File: config.mk
export PLATFORM = sky130hd
export DESIGN_NAME = tx_dmac
export DESIGN_NICKNAME = d
export VERILOG_FILES = /design/src/rtl/tx_dmac.sv
export SDC_FILE = /design/constraint.sdc
export NUM_CORES = 1
export LEC_CHECK = 0
export ABC_AREA = 1
export CAP_MARGIN = 20
export CORE_AREA = 2 2 177 179
export DETAILED_ROUTE_END_ITERATION = 7
export DIE_AREA = 0 0 179 181
export PLACE_DENSITY = 0.67
export SLEW_MARGIN = 10
export SYNTH_ARGS = -nofsm -noshare
export SYNTH_HDL_FRONTEND = slang
export SYNTH_SLANG_ARGS = --single-unit
File: constraint.sdc
create_clock -name aclk -period 5.5 [get_ports aclk]
set_clock_uncertainty 0.2 [all_clocks]
set_input_delay 1.1 -clock aclk [delete_from_list [all_inputs] [get_ports aclk]]
set_output_delay 1.1 -clock aclk [all_outputs]
set_load 0.02 [all_outputs]
File: src/rtl/tx_dmac.sv
// Burst-mode AXI read DMA: loops AR/R bursts from a base address and forwards
// every read beat straight onto an AXI-Stream port with no internal buffering.
module tx_dmac #(
    parameter int ADDR_W = 48
) (
    input  logic              aclk,
    input  logic              aresetn,
    input  logic              read_enable,
    output logic              read_busy,
    input  logic [ADDR_W-1:0] read_base_address,
    input  logic [31:0]       read_burst_count,
    input  logic [8:0]        read_burst_len,
    output logic [1:0]        read_rresp,
    output logic              read_burst_tick,
    output logic [31:0]       read_total_burst_count,
    input  logic              tx_fifo_space_ready,
    output logic [ADDR_W-1:0] m_axi_araddr,
    output logic [7:0]        m_axi_arlen,
    output logic [2:0]        m_axi_arsize,
    output logic [1:0]        m_axi_arburst,
    output logic              m_axi_arvalid,
    input  logic              m_axi_arready,
    input  logic [127:0]      m_axi_rdata,
    input  logic [1:0]        m_axi_rresp,
    input  logic              m_axi_rlast,
    input  logic              m_axi_rvalid,
    output logic              m_axi_rready,
    output logic [127:0]      m_axis_tx_tdata,
    output logic              m_axis_tx_tvalid,
    input  logic              m_axis_tx_tready
);

    typedef enum logic [1:0] {
        IDLE = 2'd0,
        ARM  = 2'd1,
        ADDR = 2'd2,
        DATA = 2'd3
    } state_t;

    state_t            state;
    state_t            state_nxt;
    logic [31:0]       burst_cnt;
    logic [31:0]       burst_cnt_inc;
    logic [ADDR_W-1:0] burst_bytes;
    logic              start_ok;
    logic              beat_ok;
    logic              burst_end;

    assign start_ok      = read_enable && (read_burst_len != 9'd0) && (read_burst_count != 32'd0);
    assign beat_ok       = (state == DATA) && m_axi_rvalid && m_axis_tx_tready;
    assign burst_end     = beat_ok && m_axi_rlast;
    assign burst_cnt_inc = burst_cnt + 32'd1;
    assign burst_bytes   = ADDR_W'({read_burst_len, 4'b0000});

    // Length 256 wraps to 8'hFF in the low byte, which is exactly the AXI encoding.
    assign m_axi_arlen   = read_burst_len[7:0] - 8'd1;
    assign m_axi_arsize  = 3'h4;
    assign m_axi_arburst = 2'b01;

    assign read_busy        = (state != IDLE);
    assign m_axis_tx_tdata  = m_axi_rdata;
    assign m_axis_tx_tvalid = (state == DATA) && m_axi_rvalid;
    assign m_axi_rready     = (state == DATA) && m_axis_tx_tready;

    always_ff @(posedge aclk or negedge aresetn) begin
        if (!aresetn) begin
            state <= IDLE;
        end else begin
            // NOTE: registers take non-blocking assignments so every flop samples pre-edge values.
            state <= state_nxt;
        end
    end

    always_comb begin
        // NOTE: default first so no path through the case leaves state_nxt unassigned (no latch).
        state_nxt = IDLE;
        case (state)
            IDLE: state_nxt = start_ok ? ARM : IDLE;
            ARM:  state_nxt = tx_fifo_space_ready ? ADDR : ARM;
            ADDR: state_nxt = m_axi_arready ? DATA : ADDR;
            DATA: begin
                state_nxt = DATA;
                if (burst_end) begin
                    if ((burst_cnt_inc < read_burst_count) && !m_axi_rresp[1] && read_enable)
                        state_nxt = ARM;
                    else
                        state_nxt = IDLE;
                end
            end
            default: state_nxt = IDLE;
        endcase
    end

    always_ff @(posedge aclk or negedge aresetn) begin
        if (!aresetn) begin
            m_axi_araddr           <= '0;
            m_axi_arvalid          <= 1'b0;
            read_rresp             <= 2'b00;
            read_burst_tick        <= 1'b0;
            burst_cnt              <= 32'd0;
            read_total_burst_count <= 32'd0;
        end else begin
            read_burst_tick <= 1'b0;
            case (state)
                IDLE: begin
                    m_axi_araddr  <= read_base_address;
                    m_axi_arvalid <= 1'b0;
                    burst_cnt     <= 32'd0;
                    // The running total survives the IDLE pass between loops while enabled.
                    if (!start_ok)
                        read_total_burst_count <= 32'd0;
                end
                ARM: begin
                    m_axi_arvalid <= tx_fifo_space_ready;
                end
                ADDR: begin
                    if (m_axi_arready) begin
                        m_axi_arvalid <= 1'b0;
                        m_axi_araddr  <= m_axi_araddr + burst_bytes;
                    end
                end
                DATA: begin
                    if (burst_end) begin
                        read_rresp             <= m_axi_rresp;
                        read_burst_tick        <= 1'b1;
                        burst_cnt              <= burst_cnt_inc;
                        read_total_burst_count <= read_total_burst_count + 32'd1;
                    end
                end
                default: m_axi_arvalid <= 1'b0;
            endcase
        end
    end

endmodule

==> metrics.txt <==
final hold slack 272 ps; average size of a mapped cell 6.64 um2; clock latency at the later pin of the worst-skew pair ~430 ps; number of max-slew violations in the final report 0; core footprint 0.0303 mm2; RSZ-0062 raised after global routing no; P_sw 2.38 mW; fin crit share about 77%; Setup WS pre-CTS ~1200 ps; ANT nets after route 0; area grow syn2layout 18.1%; PortBufs 193; crit path capture type primary output; Req. time, crit path 4200 ps; worst hold path type reg -> reg; WP data arrival 2960 ps; vias per cell 5.02; Total Power 5.06 mW; Initial DRC Count 547; CP max stage delay roughly 620 ps; Comb pwr share 48.5%; Post-DP HPWL 27.2 mm; hold-fix buffer count after cts 0; Mapped Cells 1,580; dominant cell type by area after synthesis dfrtp_1; Sink Count 118; Post-synth EDFFs 0; die area 0.0324 mm2; Worst Slack Setup Final approximately 1200 ps; non-filler cells, final a little over 2,000; Flop pwr share 28.6%; post-DR wirelength/cell around 17 um; max-capacitance violation count 0; DRC Markers 0; FFs w/ async S/R, synth 100%; worst-path fanout max 4; Tmin final 4260 ps; CP cell instances clkdlybuf4s50_1, nor2_1, nand2_1, nor2_1, nand2_1, nor3_1, xor2_1, clkdlybuf4s50_1; Area after DPL 0.0118 mm2; Post-Route Setup TNS 0 ps; ys flop type dfrtp_1; Top Ports 455; Max VDD drop 0.182 mV; status completed; fillers roughly 3,200; Num CTS Buffers 17; max frequency 235 MHz; Synth Warn # 0; Slowest-stage cell, CP clkdlybuf4s50_1; Post-Route WL 35.0 mm; share of cells above drive strength 1 5.29%; Diodes inserted 0; Distinct cells, synth 47; DR vias slightly above 10,000; CTS tree yes; post-synthesis register bit count ~120; initial antenna violation count 0; pin count of the biggest net entering global routing a little over 60; top cells by area, synth dfrtp_1, nand2_1, buf_4; global-route wire length before repair 55.3 mm; clock buffer depth 2; clock root cell clkbuf_16; count of final hold-check violations 0; Layout Utilization 40.8%; 1st-pass router iterations 6; startpoint types input port; die height 181 um; vias in the first global route 10,200; postcts setup bufs 0; final setup fails 0; H-tree depth 4; post-cts gate resize count 0; Slew headroom 42.2%; post-synthesis sequential area ratio 28.1%; Rows 64; switching share of power between 40% and 50%; grt ovf 0; Worst-Margin Slew 867 ps; power density over the cells 408 mW/mm2; internal power 2.68 mW; Post-Place Cells between 2,000 and 2,500; Clk pwr share 22.9%; Syn Std Cell Area roughly 0.010 mm2; routability cong. between 0.9 and 1; Lkg Pwr 5.67 nW; die width 179 um; Finished Cell Area 0.0124 mm2; Nets 1,903; CP Class in -> out; Initial Util 34.6%; top-area cell type share of the netlist area between 20% and 30%; GRT Total Usage 22.0%; Clock transition at path regs approximately 60 ps
cell usage in the layout, fill, tap and decap left out, types with 3 or more instances in the layout:
cell and n:
a21oi_1 47, buf_4 7, clkbuf_16 17, clkdlybuf4s50_1 192
clkinv_4 5, clkinvlp_4 3, conb_1 5, dfrtp_1 118
ha_1 43, inv_1 165, inv_2 10, nand2_1 469
nand2_2 6, nand3_1 100, nand3_2 4, nand3b_1 6
nand4_1 31, nor2_1 159, nor2_2 6, nor2_4 7
nor3_1 41, nor3_2 4, nor3b_1 3, nor4_1 7
o211ai_1 6, o21a_1 3, o21ai_0 55, o21ai_1 16
o22ai_1 20, xnor2_1 18, xor2_1 47
cell type report:
| cell class | instances | area, um2 | area share [%] |
|---|---|---|---|
| Clock buffer | 19 | 453 | 3.66 |
| Clock inverter | 13 | 149 | 1.20 |
| Inverter | 176 | 663 | 5.35 |
| Multi-Input combinational cell | 1120 | 5700 | 46.0 |
| Sequential cell | 118 | 2950 | 23.8 |
| Tap cell | 396 | 495 | 4.00 |
| Timing Repair Buffer | 199 | 1970 | 15.9 |
Yosys cell counts (7+ instances only):
library cell,count
a21oi_1,47
buf_2,11
buf_4,140
clkbuf_1,10
dfrtp_1,118
ha_1,43
inv_1,165
inv_2,10
nand2_1,469
nand3_1,100
nand4_1,31
nor2_1,160
nor3_1,41
nor4_1,7
o21ai_0,55
o21ai_1,16
o22ai_1,20
xnor2_1,18
xor2_1,47
path summary, 6_finish.rpt:
check	startpoint	to	slack, ps	cells after the start
min in group asynchronous	aresetn	m_axi_araddr[5]$_DFFE_PN0P_	580	1
max in group asynchronous	aresetn	read_total_burst_count[18]$_DFFE_PN0P_	3540	2
worst min register to register	m_axi_araddr[3]$_DFFE_PN0P_	m_axi_araddr[3]$_DFFE_PN0P_	270	2
worst max-delay path	read_burst_len[2]	m_axi_arlen[7]	1240	8
worst min-delay path	m_axi_araddr[3]$_DFFE_PN0P_	m_axi_araddr[3]$_DFFE_PN0P_	270	2
worst max register to register	state[1]$_DFF_PN0_	m_axi_araddr[5]$_DFFE_PN0P_	1740	11
cell families (layout without fill, tap and decap cells):
kind of cell,after synthesis,count (layout),share of synthesized area (%)
XOR/XNOR,65,65,5.43
buffers and inverters,345,407,17.7
AND/OR/NAND/NOR,853,853,35.3
flip-flops,118,118,28.1
other,2,5,0.0716
adder cells (fa/ha/maj),44,44,5.32
AO/OA/AOI/OAI,153,153,8.04
critical path, delay by kind of cell:
kind,cells,cell delay [ps]
buffers and inverters,2,1100
and+or+nand+nor,5,580
xor gates and xnor gates,1,170
per-layer routing:
metal  GRT usage [%]  vias up  part of all wire (%)  wire (um)
li1                -     5025                     -          -
met5            1.54        -                  0.19         66
met3            5.37      100                   6.4       2240
met1            26.2     4739                    41      14500
met4            9.92        2                   4.1       1450
met2            37.1      379                    48      16800
power groups by stage:
stage / registers [mW] / logic [mW] / clock network [mW]
final: 1.45 / 2.45 / 1.16
after global routing: 1.48 / 2.72 / 1.21
after CTS: 1.44 / 2.46 / 1.18
after detailed placement: 1.45 / 2.45 / 0
after global placement: 1.45 / 2.43 / 0
after floorplan: 1.56 / 1.46 / 0
flip-flops by register name (all words and copies together), names as in the netlist:
| name | cells |
|---|---|
| read_burst_tick | 1 |
| burst_cnt | 32 |
| state | 2 |
| m_axi_araddr | 48 |
| read_rresp | 2 |
| read_total_burst_count | 32 |
| m_axi_arvalid | 1 |
Power figures use the tool's default switching activity.
